$ cat src/rtl/sysid_pkg.sv
// Shared definitions for the system-ID boot check.
//   sysid_state_e : sequencer states
//   SYSID_ADDR_*  : word addresses inside the system-ID slave
//   sysid_word_t  : 32-bit data word
package sysid_pkg;

  typedef enum logic [2:0] {
    ST_IDLE,
    ST_RD_ID,
    ST_LAT_ID,
    ST_RD_TS,
    ST_LAT_TS,
    ST_DONE
  } sysid_state_e;

  localparam logic SYSID_ADDR_ID = 1'b0;
  localparam logic SYSID_ADDR_TS = 1'b1;

  typedef logic [31:0] sysid_word_t;

endpackage

$ cat src/rtl/sysid_rd_phase.sv
// One Avalon-MM read phase: holds the read strobe and address until the
// slave accepts, waits READ_LATENCY cycles for data, and aborts the phase
// once it has run TIMEOUT_CYCLES cycles without a capture.
// Ports:
//   i_clk, i_rst_n   clock, asynchronous active-low reset
//   i_go             start a new phase (overrides any phase in progress)
//   i_addr           word address for the new phase
//   i_waitrequest    slave stall
//   o_read/o_address registered Avalon read strobe and address
//   o_accept         read accepted this cycle
//   o_capture        read data is valid this cycle (capture it now)
//   o_timeout        phase aborted this cycle
module sysid_rd_phase
  import sysid_pkg::*;
#(
  parameter int unsigned READ_LATENCY   = 0,
  parameter int unsigned TIMEOUT_CYCLES = 255
) (
  input  logic i_clk,
  input  logic i_rst_n,
  input  logic i_go,
  input  logic i_addr,
  input  logic i_waitrequest,
  output logic o_read,
  output logic o_address,
  output logic o_accept,
  output logic o_capture,
  output logic o_timeout
);

  localparam logic [1:0]  LAT_LAST = (READ_LATENCY > 0) ? 2'(READ_LATENCY - 1) : 2'd0;
  localparam logic [15:0] TO_LAST  = 16'(TIMEOUT_CYCLES - 1);

  logic        r_read;
  logic        r_addr;
  logic        r_lat_busy;
  logic [1:0]  r_lat_cnt;
  logic [15:0] r_to_cnt;

  logic w_active;
  logic w_accept;
  logic w_capture;
  logic w_timeout;

  assign w_active  = r_read | r_lat_busy;
  assign w_accept  = r_read & ~i_waitrequest;
  assign w_capture = (READ_LATENCY == 0) ? w_accept
                                         : (r_lat_busy && (r_lat_cnt == LAT_LAST));
  // The counter holds (cycles elapsed - 1); a capture in the final cycle wins.
  assign w_timeout = w_active & ~w_capture & (r_to_cnt == TO_LAST);

  always_ff @(posedge i_clk or negedge i_rst_n) begin
    if (!i_rst_n) begin
      r_read     <= 1'b0;
      r_addr     <= 1'b0;
      r_lat_busy <= 1'b0;
      r_lat_cnt  <= '0;
      r_to_cnt   <= '0;
    end else if (i_go) begin
      r_read     <= 1'b1;
      r_addr     <= i_addr;
      r_lat_busy <= 1'b0;
      r_lat_cnt  <= '0;
      r_to_cnt   <= '0;
    end else if (w_active) begin
      if (w_capture || w_timeout) begin
        r_read     <= 1'b0;
        r_lat_busy <= 1'b0;
      end else begin
        r_to_cnt <= r_to_cnt + 16'd1;
        if (w_accept) begin
          r_read     <= 1'b0;
          r_lat_busy <= 1'b1;
          r_lat_cnt  <= '0;
        end else if (r_lat_busy) begin
          r_lat_cnt <= r_lat_cnt + 2'd1;
        end
      end
    end
  end

  assign o_read    = r_read;
  assign o_address = r_addr;
  assign o_accept  = w_accept;
  assign o_capture = w_capture;
  assign o_timeout = w_timeout;

endmodule

$ cat src/rtl/sysid_check_ctrl.sv
// Boot-time system-ID check: reads the ID (word 0) and timestamp (word 1)
// from the system-ID slave, compares them with the expected build values
// and publishes pass/fail status.
// Ports:
//   clock, reset_n       clock, asynchronous active-low reset
//   start                request to run / re-run the sequence
//   avm_*                Avalon-MM master to the system-ID slave
//   busy                 sequence in progress
//   done                 sequence finished, held until next start
//   id_ok, ts_ok         captured words match the expected values
//   timeout              a read phase was aborted
//   id_value, ts_value   captured words
module sysid_check_ctrl
  import sysid_pkg::*;
#(
  parameter logic [31:0] EXPECTED_ID    = 32'h0000_0000,
  parameter logic [31:0] EXPECTED_TS    = 32'd1490577834,
  parameter int unsigned READ_LATENCY   = 0,
  parameter int unsigned TIMEOUT_CYCLES = 255,
  parameter bit          AUTO_START     = 1'b1
) (
  input  logic        clock,
  input  logic        reset_n,
  input  logic        start,
  output logic        avm_address,
  output logic        avm_read,
  input  logic        avm_waitrequest,
  input  logic [31:0] avm_readdata,
  output logic        busy,
  output logic        done,
  output logic        id_ok,
  output logic        ts_ok,
  output logic        timeout,
  output logic [31:0] id_value,
  output logic [31:0] ts_value
);

  sysid_state_e r_state;
  logic         r_auto;
  logic         r_busy;
  logic         r_done;
  logic         r_timeout;
  logic         r_id_ok;
  logic         r_ts_ok;
  logic         r_id_pend;
  logic         r_ts_pend;
  sysid_word_t  r_id_value;
  sysid_word_t  r_ts_value;

  logic w_go;
  logic w_go_addr;
  logic w_accept;
  logic w_capture;
  logic w_timeout;

  // Phase launch: the TS read is issued on the ID capture edge so the two
  // reads can run in consecutive cycles.
  always_comb begin
    w_go      = 1'b0;
    w_go_addr = SYSID_ADDR_ID;
    case (r_state)
      ST_IDLE:  w_go = start | r_auto;
      ST_DONE:  w_go = start;
      ST_RD_ID, ST_LAT_ID: begin
        w_go      = w_capture;
        w_go_addr = SYSID_ADDR_TS;
      end
      default: ;
    endcase
  end

  sysid_rd_phase #(
    .READ_LATENCY  (READ_LATENCY),
    .TIMEOUT_CYCLES(TIMEOUT_CYCLES)
  ) u_rd_phase (
    .i_clk        (clock),
    .i_rst_n      (reset_n),
    .i_go         (w_go),
    .i_addr       (w_go_addr),
    .i_waitrequest(avm_waitrequest),
    .o_read       (avm_read),
    .o_address    (avm_address),
    .o_accept     (w_accept),
    .o_capture    (w_capture),
    .o_timeout    (w_timeout)
  );

  always_ff @(posedge clock or negedge reset_n) begin
    if (!reset_n) begin
      r_state    <= ST_IDLE;
      r_auto     <= AUTO_START;
      r_busy     <= 1'b0;
      r_done     <= 1'b0;
      r_timeout  <= 1'b0;
      r_id_ok    <= 1'b0;
      r_ts_ok    <= 1'b0;
      r_id_pend  <= 1'b0;
      r_ts_pend  <= 1'b0;
      r_id_value <= '0;
      r_ts_value <= '0;
    end else begin
      r_auto    <= 1'b0;
      r_id_pend <= 1'b0;
      r_ts_pend <= 1'b0;
      // Compare only in the cycle after a capture, so an unread word's
      // flag stays low even when its expected value is 0.
      if (r_id_pend) r_id_ok <= (r_id_value == EXPECTED_ID);
      if (r_ts_pend) r_ts_ok <= (r_ts_value == EXPECTED_TS);

      case (r_state)
        ST_IDLE: begin
          if (start || r_auto) begin
            r_state <= ST_RD_ID;
            r_busy  <= 1'b1;
          end
        end
        ST_RD_ID, ST_LAT_ID: begin
          if (w_capture) begin
            r_id_value <= avm_readdata;
            r_id_pend  <= 1'b1;
            r_state    <= ST_RD_TS;
          end else if (w_timeout) begin
            r_timeout <= 1'b1;
            r_busy    <= 1'b0;
            r_done    <= 1'b1;
            r_state   <= ST_DONE;
          end else if (w_accept) begin
            r_state <= ST_LAT_ID;
          end
        end
        ST_RD_TS, ST_LAT_TS: begin
          if (w_capture) begin
            r_ts_value <= avm_readdata;
            r_ts_pend  <= 1'b1;
            r_busy     <= 1'b0;
            r_done     <= 1'b1;
            r_state    <= ST_DONE;
          end else if (w_timeout) begin
            r_timeout <= 1'b1;
            r_busy    <= 1'b0;
            r_done    <= 1'b1;
            r_state   <= ST_DONE;
          end else if (w_accept) begin
            r_state <= ST_LAT_TS;
          end
        end
        ST_DONE: begin
          if (start) begin
            r_done     <= 1'b0;
            r_timeout  <= 1'b0;
            r_id_ok    <= 1'b0;
            r_ts_ok    <= 1'b0;
            r_id_value <= '0;
            r_ts_value <= '0;
            r_busy     <= 1'b1;
            r_state    <= ST_RD_ID;
          end
        end
        default: r_state <= ST_IDLE;
      endcase
    end
  end

  assign busy     = r_busy;
  assign done     = r_done;
  assign id_ok    = r_id_ok;
  assign ts_ok    = r_ts_ok;
  assign timeout  = r_timeout;
  assign id_value = r_id_value;
  assign ts_value = r_ts_value;

endmodule

$ cat config.mk
export PLATFORM = sky130hd
export DESIGN_NAME = sysid_check_ctrl
export DESIGN_NICKNAME = d
export VERILOG_FILES = /design/src/rtl/sysid_pkg.sv /design/src/rtl/sysid_rd_phase.sv /design/src/rtl/sysid_check_ctrl.sv
export SDC_FILE = /design/constraint.sdc
export NUM_CORES = 1
export LEC_CHECK = 0
export ABC_AREA = 1
export CAP_MARGIN = 20
export CORE_ASPECT_RATIO = 0.7
export CORE_UTILIZATION = 56
export CTS_BUF_LIST = sky130_fd_sc_hd__clkbuf_8
export CTS_CLUSTER_SIZE = 30
export DETAILED_ROUTE_END_ITERATION = 10
export HOLD_SLACK_MARGIN = 0.02
export PLACE_DENSITY = 0.88
export SLEW_MARGIN = 20
export SYNTH_ARGS = -nofsm -noshare
export SYNTH_HDL_FRONTEND = slang
export SYNTH_SLANG_ARGS = --single-unit
$ cat constraint.sdc
create_clock -name clock -period 4.2 [get_ports clock]
set_input_delay 0.84 -clock clock [delete_from_list [all_inputs] [get_ports clock]]
set_output_delay 0.84 -clock clock [all_outputs]
set_load 0.05 [all_outputs]
=== Yosys cells after proc, flatten, opt, wreduce, memory -nomap -nowiden ===
Cells that the tools add are included.

* Bits in latches: 0
* Register bits: 94
* ROM bits: 0
* Memories kept: 0
* Logic and storage cells: 106
* Output and inout port bits: 71
* Bits in writable memories: 0
* Input bits: 36

* Magnitude comparators: 0
* Eq/ne operators: 15
* Add/subtract/negate cells: 1
* Div/mod/pow operators: 0
* Multiplexer cells: 46
* Multipliers: 0
* Shifts and indexed selects: 0
* Reductions and logical operators: 22
* Bitwise gates (word level): 7

{| class="wikitable"
|+ Operator list
! kind !! count
|-
| $pmux 32 s2 || 2
|-
| $mux 32 || 2
|-
| $mux 16 || 3
|-
| $eq 32x31->1 const B || 1
|-
| $logic_not 32->1 || 1
|-
| $mux 1 || 29
|-
| $add 16x1->16 const B || 1
|-
| $eq 16x8->1 const B || 1
|-
| $mux 3 || 5
|-
| $pmux 3 s4 || 1
|-
| $reduce_and 3->1 || 3
|-
| $ne 2x1->1 const B || 4
|-
| $ne 2x2->1 const B || 4
|-
| $reduce_and 4->1 || 2
|-
| $reduce_bool 2->1 || 4
|-
| $eq 3x2->1 const B || 2
|-
| $eq 3x3->1 const B || 2
|-
| $pmux 1 s3 || 2
|-
| $reduce_and 2->1 || 3
|-
| $reduce_bool 3->1 || 2
|-
| $pmux 1 s4 || 1
|-
| $reduce_bool 4->1 || 1
|-
| $reduce_or 2->1 || 2
|-
| $reduce_or 4->1 || 1
|-
| other kinds (7) || 12
|}

=== Longest topological paths before layout ===
* Depth after elaboration: 9
* Depth in mapped cells: 11
* Gate-level depth less buffers: 10

=== By module ===
From an unflattened synthesis, not the netlist that was laid out.

* Cells, all modules: 569
* Area total of the unflattened synthesis: 4575.6 µm²

{| class="wikitable"
|+ Modules (own cells, without submodules)
! module !! sequential area each (µm²) !! cells each !! times used !! area each (µm²)
|-
| sysid_check_ctrl || 1878.1 || 387 || 1 || 3310.7
|-
| sysid_rd_phase || 475.5 || 182 || 1 || 1265.0
|}

=== Worst setup path after synthesis ===
OpenSTA, ideal clock, no wires.

* Path kind: input port to flip-flop
* Start point: input avm_waitrequest
* End point: register u_rd_phase.r_to_cnt[4]
* Cell stages on the path: 10
* Data required time: 4.083 ns
* Setup slack: 2.306 ns
* Arrival: 1.777 ns
* Path buffers: 1
* Setup time: 0.117 ns
* Cells stage by stage: inv_1 nand2_1 nand2_1 nor2_1 nand3_2 nand3_4 nand2_8 buf_6 nand2_1 nand2_1

* Word-level cells in the longest chain between the ends: 8
* Elaborated cells on any way between the ends: 11
* Those cells by class: eq/ne: 1; mux: 2; bitwise: 5; reduce/logical: 3

{| class="wikitable"
|+ RTL lines
! item !! RTL line !! text
|-
| start, declared || sysid_check_ctrl.sv:27 || <nowiki>input logic avm_waitrequest,</nowiki>
|-
| $not 1->1 * || sysid_rd_phase.sv:46 || <nowiki>assign w_accept = r_read & ~i_waitrequest;</nowiki>
|-
| $and 1x1->1 * || sysid_rd_phase.sv:46 ||
|-
| $not 1->1 || sysid_rd_phase.sv:50 || <nowiki>assign w_timeout = w_active & ~w_capture & (r_to_cnt == TO_LAST);</nowiki>
|-
| $and 1x1->1 (2 in series) || sysid_rd_phase.sv:50 ||
|-
| $logic_or 1x1->1 || sysid_rd_phase.sv:66 || <nowiki>if (w_capture || w_timeout) begin</nowiki>
|-
| $ne 2x1->1 (no source line) || -- ||
|-
| $reduce_and 2->1 (no source line) || -- ||
|-
| end signal, assigned || sysid_rd_phase.sv:70 || <nowiki>r_to_cnt <= r_to_cnt + 16'd1;</nowiki>
|-
| end, declared || sysid_rd_phase.sv:38 || <nowiki>logic [15:0] r_to_cnt;</nowiki>
|}

Mark *: on every way between the ends. The rest lies on a longest branch, timed or not.
A chain may end at the register's enable or synchronous reset.

=== Worst setup path in the final report ===
* Start point: input avm_waitrequest
* End point: register r_id_value[12], in the netlist id_value[12]

* Word-level cells in the longest chain between the ends: 4

{| class="wikitable"
|+ RTL lines
! item !! RTL line !! text
|-
| $not 1->1 || sysid_rd_phase.sv:46 ||
|-
| $and 1x1->1 || sysid_rd_phase.sv:46 ||
|-
| $ne 2x1->1 (no source line) || -- ||
|-
| $reduce_and 3->1 (no source line) || -- ||
|-
| end signal, assigned || sysid_check_ctrl.sv:119 || <nowiki>r_id_value <= avm_readdata;</nowiki>
|-
| end, declared || sysid_check_ctrl.sv:47 || <nowiki>sysid_word_t r_id_value;</nowiki>
|}

No other way between the ends.

==> results.sh <==
export IMPL_outcome="finished, violations left"
export IMPL_failed_checks="DRC"
export IMPL_dp_hpwl_um=8970
export IMPL_reg2reg_slack_ps=1600
export IMPL_grt_pass1_wl_um=20900
export IMPL_path_class="in2reg"
export IMPL_synth_edf_count=0
export IMPL_cp_end_kind="flip-flop"
export IMPL_hp_start="busy$_DFFE_PN0P_"
export IMPL_rsz0062_at_grt="false"
export IMPL_synth_lib_cells_used_distinct=28
export IMPL_finalWirelength_um=12700
export IMPL_synth_seq_cells=94
export IMPL_clock_fmax_mhz=351
export IMPL_grt_util_all_layers_pct=31.0
export IMPL_initial_core_util_pct=58.5
export IMPL_die_w_um=111
export IMPL_gp_congestion=0.917
export IMPL_slew_limit_headroom_pct=32.2
export IMPL_synth_area_leaders="dfrtp_1 50%, nand2_1 17%, nand3_1 5.8%"
export IMPL_seq_area_frac_synth_pct=50.5
export IMPL_finalNetCount=740
export IMPL_synth_async_reset_ratio_pct=100
export IMPL_synth_top_area_share_pct=49.9
export IMPL_portBuffers=106
export IMPL_ctsHtreeMaxLevel=3
export IMPL_fin_crit_ps=2850
export IMPL_cts_resized_gates=0
export IMPL_r2r_worst_path_cells=7
export IMPL_dieHeight_um=78.3
export IMPL_vias=4517
export IMPL_cts_sinks=94
export IMPL_place_inst=792
export IMPL_cts_tree="done"
export IMPL_numCtsBuffers=9
export IMPL_yosysWarnings=0
export IMPL_crit_reg2reg_launch="r_state[1]$_DFFE_PN0P_"
export IMPL_setup_violations=0
export IMPL_p_leak_nw=2.86
export IMPL_tightest_slew_ps=1020
export IMPL_cts_setup_buffers=0
export IMPL_synth_net_count=644
export IMPL_drc_errors=16
export IMPL_pin_count=107
export IMPL_avgSynthCellArea_um2=7.69
export IMPL_crit_fanout=32
export IMPL_synthFlopType="dfrtp_1"
export IMPL_syn_to_final_growth_pct=27.1
export IMPL_rows=27
export IMPL_timing_setup_tns_ps=0
export IMPL_grt_antenna_before_repair=0
export IMPL_finClkSkew_ps=6.44
export IMPL_antennaDiodeCount=0
export IMPL_clock_tree_root_cell="clkbuf_8"
export IMPL_ctsHoldBuffers=0
export IMPL_design_area_um2=5920
export IMPL_yosys_top_cells_count="211 x nand2_1, 93 x dfrtp_1, 56 x nor2_1"
export IMPL_drt_iter0_drc=502
export IMPL_firstDrtPassIters=8
export IMPL_grt_pass1_vias=4299
export IMPL_peakVddDrop_mv=0.646
export IMPL_reg2reg_to="ts_value[9]$_DFFE_PN0P_"
export IMPL_synth_area_um2=4660
export IMPL_synth_most_common_cell="nand2_1"
export IMPL_grt_max_degree=73
export IMPL_dieArea_um2=8700
export IMPL_ctsLongestPathBuffers=2
export IMPL_arrival_ps=3110
export IMPL_syn_inst=606
export IMPL_clkSlewWorstSetupHoldPaths_ps=90
export IMPL_worst_hold_path_type="reg2reg"
export IMPL_p_per_area_nw_per_um2=855
export IMPL_place_area_um2=5740
export IMPL_start_kind="input pin"
export IMPL_hold_viol_final=0
export IMPL_drive_gt1_share_pct=5.52
export IMPL_core_area_um2=7970
export IMPL_required_ps=4460
export IMPL_wl_per_cell_um=15.7
export IMPL_gr_total_overflow=0
export IMPL_yosys_area_top_type="dfrtp_1"
export IMPL_finalCritPeriodShare_pct=67.9
export IMPL_cap_violations=0
export IMPL_hold_end="busy$_DFFE_PN0P_"
export IMPL_fin_cells=807
export IMPL_hold_depth=2
export IMPL_ant_nets=0
export IMPL_routed_via_density=5.60
export IMPL_clk_latency_ps=360
export IMPL_maxSlewViolCount=0
==> cells by family (layout without fill, tap and decap cells) <==
family                   count (synthesis)  count (layout)  share of synthesized area, %
AND/OR/NAND/NOR                        357             357                          33.5
flip-flops                              94              94                          50.5
buffers and inverters                   82             182                          7.46
AO/OA/AOI/OAI                           67              67                          7.36
XOR/XNOR                                 3               3                         0.564
adder cells (fa/ha/maj)                  2               2                         0.537
other                                    1               1                        0.0805
==> metal layers <==
metal | share of wire, % | track usage, %
met2 | 45 | 47.2
met1 | 44 | 43.1
met4 | 2.6 | 12.7
met5 | 0 | 0
met3 | 9.0 | 7.18
==> cell usage in the layout (no fill, tap or decap), drive strengths merged, types with 4 or more instances in the layout <==
cell type	n
or2	4
nor3	7
nand3	58
nand4	14
clkbuf	10
o21ai	49
a21oi	17
clkdlybuf4s50	105
dfrtp	93
inv	61
nand2	217
nor2	57
==> layout make-up <==
class / instances / area [um^2]
fillers: 580 / 2050
clock inverters: 5 / 51.3
flip-flops and latches: 94 / 2350
clock buffers: 10 / 138
multi-input cells: 430 / 1960
repair buffers: 107 / 1070
well taps: 101 / 126
inverters: 60 / 230
==> metrics by stage <==
| stage | power [mW] | utilization (%) | setup slack (ps) | hold slack [ps] |
|---|---|---|---|---|
| finish | 5.07 | 74.3 | 1350 | 511 |
| global route | 5.36 | 74.3 | 1130 | 531 |
| CTS | 5.06 | 74.3 | 1410 | 504 |
| detailed placement | 4.46 | 71.9 | 1070 | 478 |
| global placement | 4.37 | 71.9 | 1140 | 488 |
| floorplan | 3.55 | - | 2310 | 480 |
==> worst max-delay path: stages <==
cell and delay, ps:
clkdlybuf4s50_1 400, inv_1 50, nand2_1 170, inv_1 190, nand3_4 300, inv_1 860
nand2_1 130, o21ai_0 150
==> how the worst max path moves through the flow <==
stage	start	end	slack, ps	cells past startpoint
final	avm_waitrequest	id_value[12]$_DFFE_PN0P_	1350	8
after CTS	avm_waitrequest	id_value[24]$_DFFE_PN0P_	1410	8
after global placement	avm_waitrequest	busy$_DFFE_PN0P_	1140	10
after detailed placement	avm_waitrequest	id_value[28]$_DFFE_PN0P_	1070	8
after floorplan	avm_waitrequest	u_rd_phase.r_to_cnt[4]$_DFFE_PN0P_	2310	10
after global routing	avm_waitrequest	id_value[12]$_DFFE_PN0P_	1130	8
==> flip-flops by register name, summed over array words and instances (netlist names) <==
register               cells
ts_value                  32
timeout                    1
u_rd_phase.o_address       1
id_ok                      1
r_auto                     1
r_id_pend                  1
done                       1
ts_ok                      1
u_rd_phase.o_read          1
r_ts_pend                  1
r_state                    3
id_value                  32
u_rd_phase.r_to_cnt       16
busy                       1
u_rd_phase.r_lat_busy      1
==> report_power, final <==
group	switching (mW)	total (mW)	internal, mW
Clock	0.309	0.593	0.284
Combinational	2.07	2.94	0.868
Sequential	0.295	1.54	1.24
No activity file was read; power rests on OpenSTA's default activity.
